$ cat src/rtl/streebog_core_adder_if.sv
// streebog_core_adder_seq_if: request/result bundle for the chunk-serial adder.
interface streebog_core_adder_seq_if #(parameter int WIDTH = 512);
  logic             ena;
  logic             rdy;
  logic             mode;
  logic             c_in;
  logic             c_out;
  logic [WIDTH-1:0] x;
  logic [WIDTH-1:0] y;
  logic [WIDTH-1:0] sum;
  modport master (output ena, mode, c_in, x, y, input rdy, sum, c_out);
  modport slave  (input ena, mode, c_in, x, y, output rdy, sum, c_out);
endinterface

$ cat src/rtl/streebog_core_adder_seq.sv
// streebog_core_adder_seq: chunk-serial WIDTH-bit add/subtract, one CHUNK slice per cycle.
module streebog_core_adder_seq #(
  parameter int WIDTH = 512,
  parameter int CHUNK = 32
) (
  input logic                     clk,
  input logic                     reset_n,
  streebog_core_adder_seq_if.slave bus
);
  localparam int N  = WIDTH / CHUNK;
  localparam int IW = N > 1 ? $clog2(N) : 1;
  if (N < 1 || WIDTH % CHUNK != 0) begin : g_bad_params
    $error("WIDTH must be a nonzero multiple of CHUNK");
  end
  typedef enum logic {IDLE, RUN} state_t;
  state_t           r_state, w_next;
  logic [WIDTH-1:0] r_xr, r_yr, r_acc, r_sum, w_acc;
  logic             r_mode, r_carry, r_cout, w_last;
  logic [IW-1:0]    r_idx;
  logic [CHUNK:0]   w_t;
  always_comb begin
    w_t    = {1'b0, r_xr[r_idx*CHUNK +: CHUNK]} + {1'b0, r_yr[r_idx*CHUNK +: CHUNK]} + (CHUNK+1)'(r_carry);
    w_acc  = r_acc;
    w_acc[r_idx*CHUNK +: CHUNK] = w_t[CHUNK-1:0];
    w_last = r_idx == IW'(N-1);
    w_next = r_state == IDLE ? (bus.ena ? RUN : IDLE) : (w_last ? IDLE : RUN);
  end
  // Subtraction runs as x + ~y + (1 ^ borrow_in); the final carry is inverted into a borrow.
  always_ff @(posedge clk or negedge reset_n) begin
    if (!reset_n) begin
      r_state <= IDLE;
      r_xr    <= '0;
      r_yr    <= '0;
      r_acc   <= '0;
      r_sum   <= '0;
      r_mode  <= 1'b0;
      r_carry <= 1'b0;
      r_cout  <= 1'b0;
      r_idx   <= '0;
    end else begin
      r_state <= w_next;
      if (r_state == IDLE) begin
        if (bus.ena) begin
          r_xr    <= bus.x;
          r_yr    <= bus.mode ? ~bus.y : bus.y;
          r_mode  <= bus.mode;
          r_carry <= bus.c_in ^ bus.mode;
          r_idx   <= '0;
        end
      end else begin
        r_acc   <= w_acc;
        r_carry <= w_t[CHUNK];
        r_idx   <= w_last ? '0 : r_idx + 1'b1;
        if (w_last) begin
          r_sum  <= w_acc;
          r_cout <= w_t[CHUNK] ^ r_mode;
        end
      end
    end
  end
  assign bus.rdy   = r_state == IDLE;
  assign bus.sum   = r_sum;
  assign bus.c_out = r_cout;
endmodule

$ cat src/flat_wrapper.sv
// flat-port wrapper written by rule: the top's interface ports become plain ports
module streebog_core_adder_seq_flat 
#(
  parameter int WIDTH = 512,
  parameter int CHUNK = 32
)
  (clk, reset_n, bus_ena, bus_mode, bus_c_in, bus_x, bus_y, bus_rdy, bus_sum, bus_c_out);
  streebog_core_adder_seq_if #(.WIDTH(WIDTH)) bus_i ();
  input logic clk;
  input logic reset_n;
  input wire logic [$bits(bus_i.ena)-1:0] bus_ena;
  input wire logic [$bits(bus_i.mode)-1:0] bus_mode;
  input wire logic [$bits(bus_i.c_in)-1:0] bus_c_in;
  input wire logic [$bits(bus_i.x)-1:0] bus_x;
  input wire logic [$bits(bus_i.y)-1:0] bus_y;
  output wire logic [$bits(bus_i.rdy)-1:0] bus_rdy;
  output wire logic [$bits(bus_i.sum)-1:0] bus_sum;
  output wire logic [$bits(bus_i.c_out)-1:0] bus_c_out;
  assign bus_i.ena = bus_ena;
  assign bus_i.mode = bus_mode;
  assign bus_i.c_in = bus_c_in;
  assign bus_i.x = bus_x;
  assign bus_i.y = bus_y;
  assign bus_rdy = bus_i.rdy;
  assign bus_sum = bus_i.sum;
  assign bus_c_out = bus_i.c_out;
  streebog_core_adder_seq #(.WIDTH(WIDTH), .CHUNK(CHUNK)) u_core (.clk(clk), .reset_n(reset_n), .bus(bus_i));
endmodule
$ cat config.mk
export PLATFORM = sky130hd
export DESIGN_NAME = streebog_core_adder_seq_flat
export DESIGN_NICKNAME = d
export VERILOG_FILES = /design/src/rtl/streebog_core_adder_if.sv /design/src/rtl/streebog_core_adder_seq.sv /design/src/flat_wrapper.sv
export SDC_FILE = /design/constraint.sdc
export NUM_CORES = 2
export LEC_CHECK = 0
export BUFFER_PORTS_ARGS = -buffer_cell sky130_fd_sc_hd__buf_2
export CAP_MARGIN = 10
export CORE_AREA = 2 2 593 595
export CTS_CLUSTER_SIZE = 10
export DETAILED_ROUTE_END_ITERATION = 10
export DIE_AREA = 0 0 595 597
export PLACE_DENSITY_LB_ADDON = 0.25
export SYNTH_ARGS = -nofsm -noshare
export SYNTH_HDL_FRONTEND = slang
export SYNTH_SLANG_ARGS = --single-unit
export TNS_END_PERCENT = 50
$ cat constraint.sdc
create_clock -name clk -period 6.91 [get_ports clk]
set_input_delay 0 -clock clk [delete_from_list [all_inputs] [get_ports clk]]
set_output_delay 0 -clock clk [all_outputs]
set_load 0.05 [all_outputs]
==> run summary <==
Die area = 355200 sq um
Min cycle time layout = 6.441 ns
Final nets = 13330
GP Congestion = 0.8705
Max Cap Viol = 0
First-pass GRT wire length = 670000 microns
Slowest cell on the critical path = o311ai_0
I/O Pins = 1543
Crit path cell chain = buf_12, mux2i_1, a221oi_1, nor2_1, o21ai_0, ha_1, a21o_1, a21o_1, a21oi_1, nand2_1, xnor2_2, buf_12, o311ai_0, o21a_1
Hold crit path type = input port to flop
Via count = 85550
DPL Wire Length = 342900 microns
Peak fanout along the critical path = 72
CP Launch Type = flop
GRT overflow = 0
Worst EP arrival = 7.23 ns
Status = complete, no violations
Type of the worst setup path = flop to flop
Drt via density = 4.992
Initial antenna violation count = 166
Sequential share of the synthesized area = 54.68%
Core Region = 348600 sq um
Synth area leader = dfrtp_1
Most frequent cell after synthesis = dfrtp_1
Max Slew Vio Count = 0
Total Wirelength = 479800 microns
Finished Core Util = 39.14%
CP max stage delay = 0.96 ns
Post-Synthesis Cells = 8913
Post-synth top area share = 54.68%
FMAX = 155.3 MHz
Clock latency on the worst-skew pair = 0.92 ns
Remaining DRCs = 0
Max transition margin = 12.56%
Synth Flop Type = dfrtp_1
Total Routing Usage GR = 26.30%
#FFs+latches synth = 2056
CTS Buf Count = 266
Hold slack final = 0.03792 ns
Distinct cells, synth = 72
Cell Area, Synth = 94080 sq um
EDFF count, synth = 0
Number of DRC markers in iteration 0 = 6792
CTS tree = done
Routed Antenna Nets = 0
H-tree level count = 5
CTS Buffer Depth = 4
Clock Tree Root = clkbuf_16
Mean post-synth cell area = 10.56 sq um
Avg WL per Cell = 28.00 microns
Die Ht = 597 microns
Syn Nets = 9981
Unrepaired setup endpoints after global routing = false
Crit path capture type = flop
I/O Buffers = 1542
Fin crit share = 93.21%
Vias in the first global route = 88860
Slew at the pin closest to its max-slew limit = 1.309 ns
Num rows = 217
Sink Count = 2056
Synth warn = 0
Asr flop ratio synth = 100.0%
Largest net degree at the start of global routing = 271
Worst EP required = 7.70 ns
Clk pin slew, worst setup/hold paths = 0.06 ns
Layout area overhead = 45.02%
Area contributors post-synth = dfrtp_1 (55%), o21ai_0 (6.5%), mux2_2 (6.4%)
Post-DP Area = 107600 sq um
Fin Setup TNS = 0 ns
Setup Skew = 0.08031 ns
Final setup viols = 0
Die Span X = 595 microns
Fin. Hold Viols = 0
Starting Density = 26.99%
Synth cell count leaders = dfrtp_1 (2056), nand2_1 (1492), o21ai_0 (1229)
First-pass DRT Iterations = 6
# resized after CTS = 0
Final Cell Area = 136400 sq um
Layout cell share with drive strength beyond 1 = 23.56%
==> path summary, 6_finish.rpt <==
check / start / slack (ns) / end / cells past startpoint
setup / recovery: u_core.r_idx[0]$_DFFE_PN0P_ / 0.47 / u_core.bus.sum[462]$_DFFE_PN0P_ / 14
hold / removal: bus_x[123] / 0.04 / u_core.r_xr[123]$_DFFE_PN0P_ / 3
setup reg to reg: u_core.r_idx[0]$_DFFE_PN0P_ / 0.47 / u_core.bus.sum[462]$_DFFE_PN0P_ / 14
hold reg to reg: u_core.bus.sum[20]$_DFFE_PN0P_ / 0.46 / u_core.bus.sum[20]$_DFFE_PN0P_ / 2
max in group asynchronous: reset_n / 4.97 / u_core.r_xr[376]$_DFFE_PN0P_ / 5
min in group asynchronous: reset_n / 0.46 / u_core.bus.sum[416]$_DFFE_PN0P_ / 4
==> cell type report <==
| cell class | instances | area [sq um] |
|---|---|---|
| antenna | 138 | 345.3 |
| clock buffer | 363 | 7446 |
| clock inverter | 41 | 598.1 |
| fill | 33890 | 212200 |
| inverter | 15 | 61.31 |
| multi-input combinational | 6106 | 40300 |
| sequential | 2056 | 51470 |
| tap | 4599 | 5754 |
| timing repair buffer | 3821 | 30470 |
==> cell usage in the layout, fill, tap and decap left out, types with 13 or more instances in the layout <==
cell type and instances:
a221oi_1 131, nor3_1 51, o31ai_1 59, o21ai_0 1226, nand3_1 65, clkbuf_16 270, a31oi_1 71, dlygate4sd3_1 2043
a22o_1 77, o21a_1 33, inv_1 13, dfrtp_1 2051, nor2_1 523, a21o_1 16, clkbuf_1 59, mux4_2 134
nand2_2 26, mux2i_1 295, xnor2_1 515, a22oi_1 65, a32oi_1 60, mux2_2 535, and2_1 17, diode_2 138
a221oi_2 22, a21oi_1 419, buf_2 1540, clkbuf_8 34, nand2_1 1465, buf_12 40, o311ai_0 16, buf_4 196
ha_1 35, and3_1 91
==> timing repair <==
action | CTS | global route
setup buffers | 0 | 0
hold endpoints to repair | 1624 | 0
hold buffers | 2044 | 0
==> state kept, by name (all words and copies together), names as in the netlist <==
register	flops
u_core.bus.c_out	1
u_core.bus.sum	512
u_core.r_acc	512
u_core.r_carry	1
u_core.r_idx	4
u_core.r_mode	1
u_core.r_state	1
u_core.r_xr	512
u_core.r_yr	512
==> routing by layer <==
metal | GRT usage, % | vias up | wire length, microns
met3 | 6.167 | 1007 | 32990
li1 | - | 37920 | -
met2 | 45.32 | 3480 | 235700
met1 | 30.28 | 43110 | 182300
met5 | 0.01352 | - | 218
met4 | 13.83 | 38 | 28590
==> worst max-delay path: cells and delay by family (launching register included) <==
| kind | cells | cell delay (ns) |
|---|---|---|
| AND/OR/NAND/NOR | 2 | 0.46 |
| XOR/XNOR | 1 | 0.24 |
| AO/OA/AOI/OAI | 7 | 3.42 |
| adder cells (fa/ha/maj) | 1 | 0.57 |
| buffers and inverters | 2 | 0.66 |
| flip-flops | 1 | 0.62 |
| multiplexers | 1 | 0.17 |
==> cell families (layout without fill, tap and decap cells) <==
family	after synthesis	in the layout	synth area share (%)
and+or+nand+nor	2305	2305	9.804
buffers and inverters	751	4240	3.123
adders and majority gates	39	39	0.5346
other	0	138	0
muxes	967	967	12.78
DFF	2056	2056	54.68
xor gates and xnor gates	535	535	5.012
AOI/OAI and AO/OA	2260	2260	14.06
==> stage by stage <==
stage | setup slack, ns | instances
4_1_cts | 0.4060 | 17000
5_1_grt | 0.2237 | 17110
6_report | 0.4693 | 17140
3_3_place_gp | 0.6221 | 14550
2_1_floorplan | 2.073 | 8913
3_5_place_dp | 0.5190 | 14550
Power is left out: the tool's default activity adds up to more than one toggle a clock period on the data nets, which glitch-free logic cannot reach.
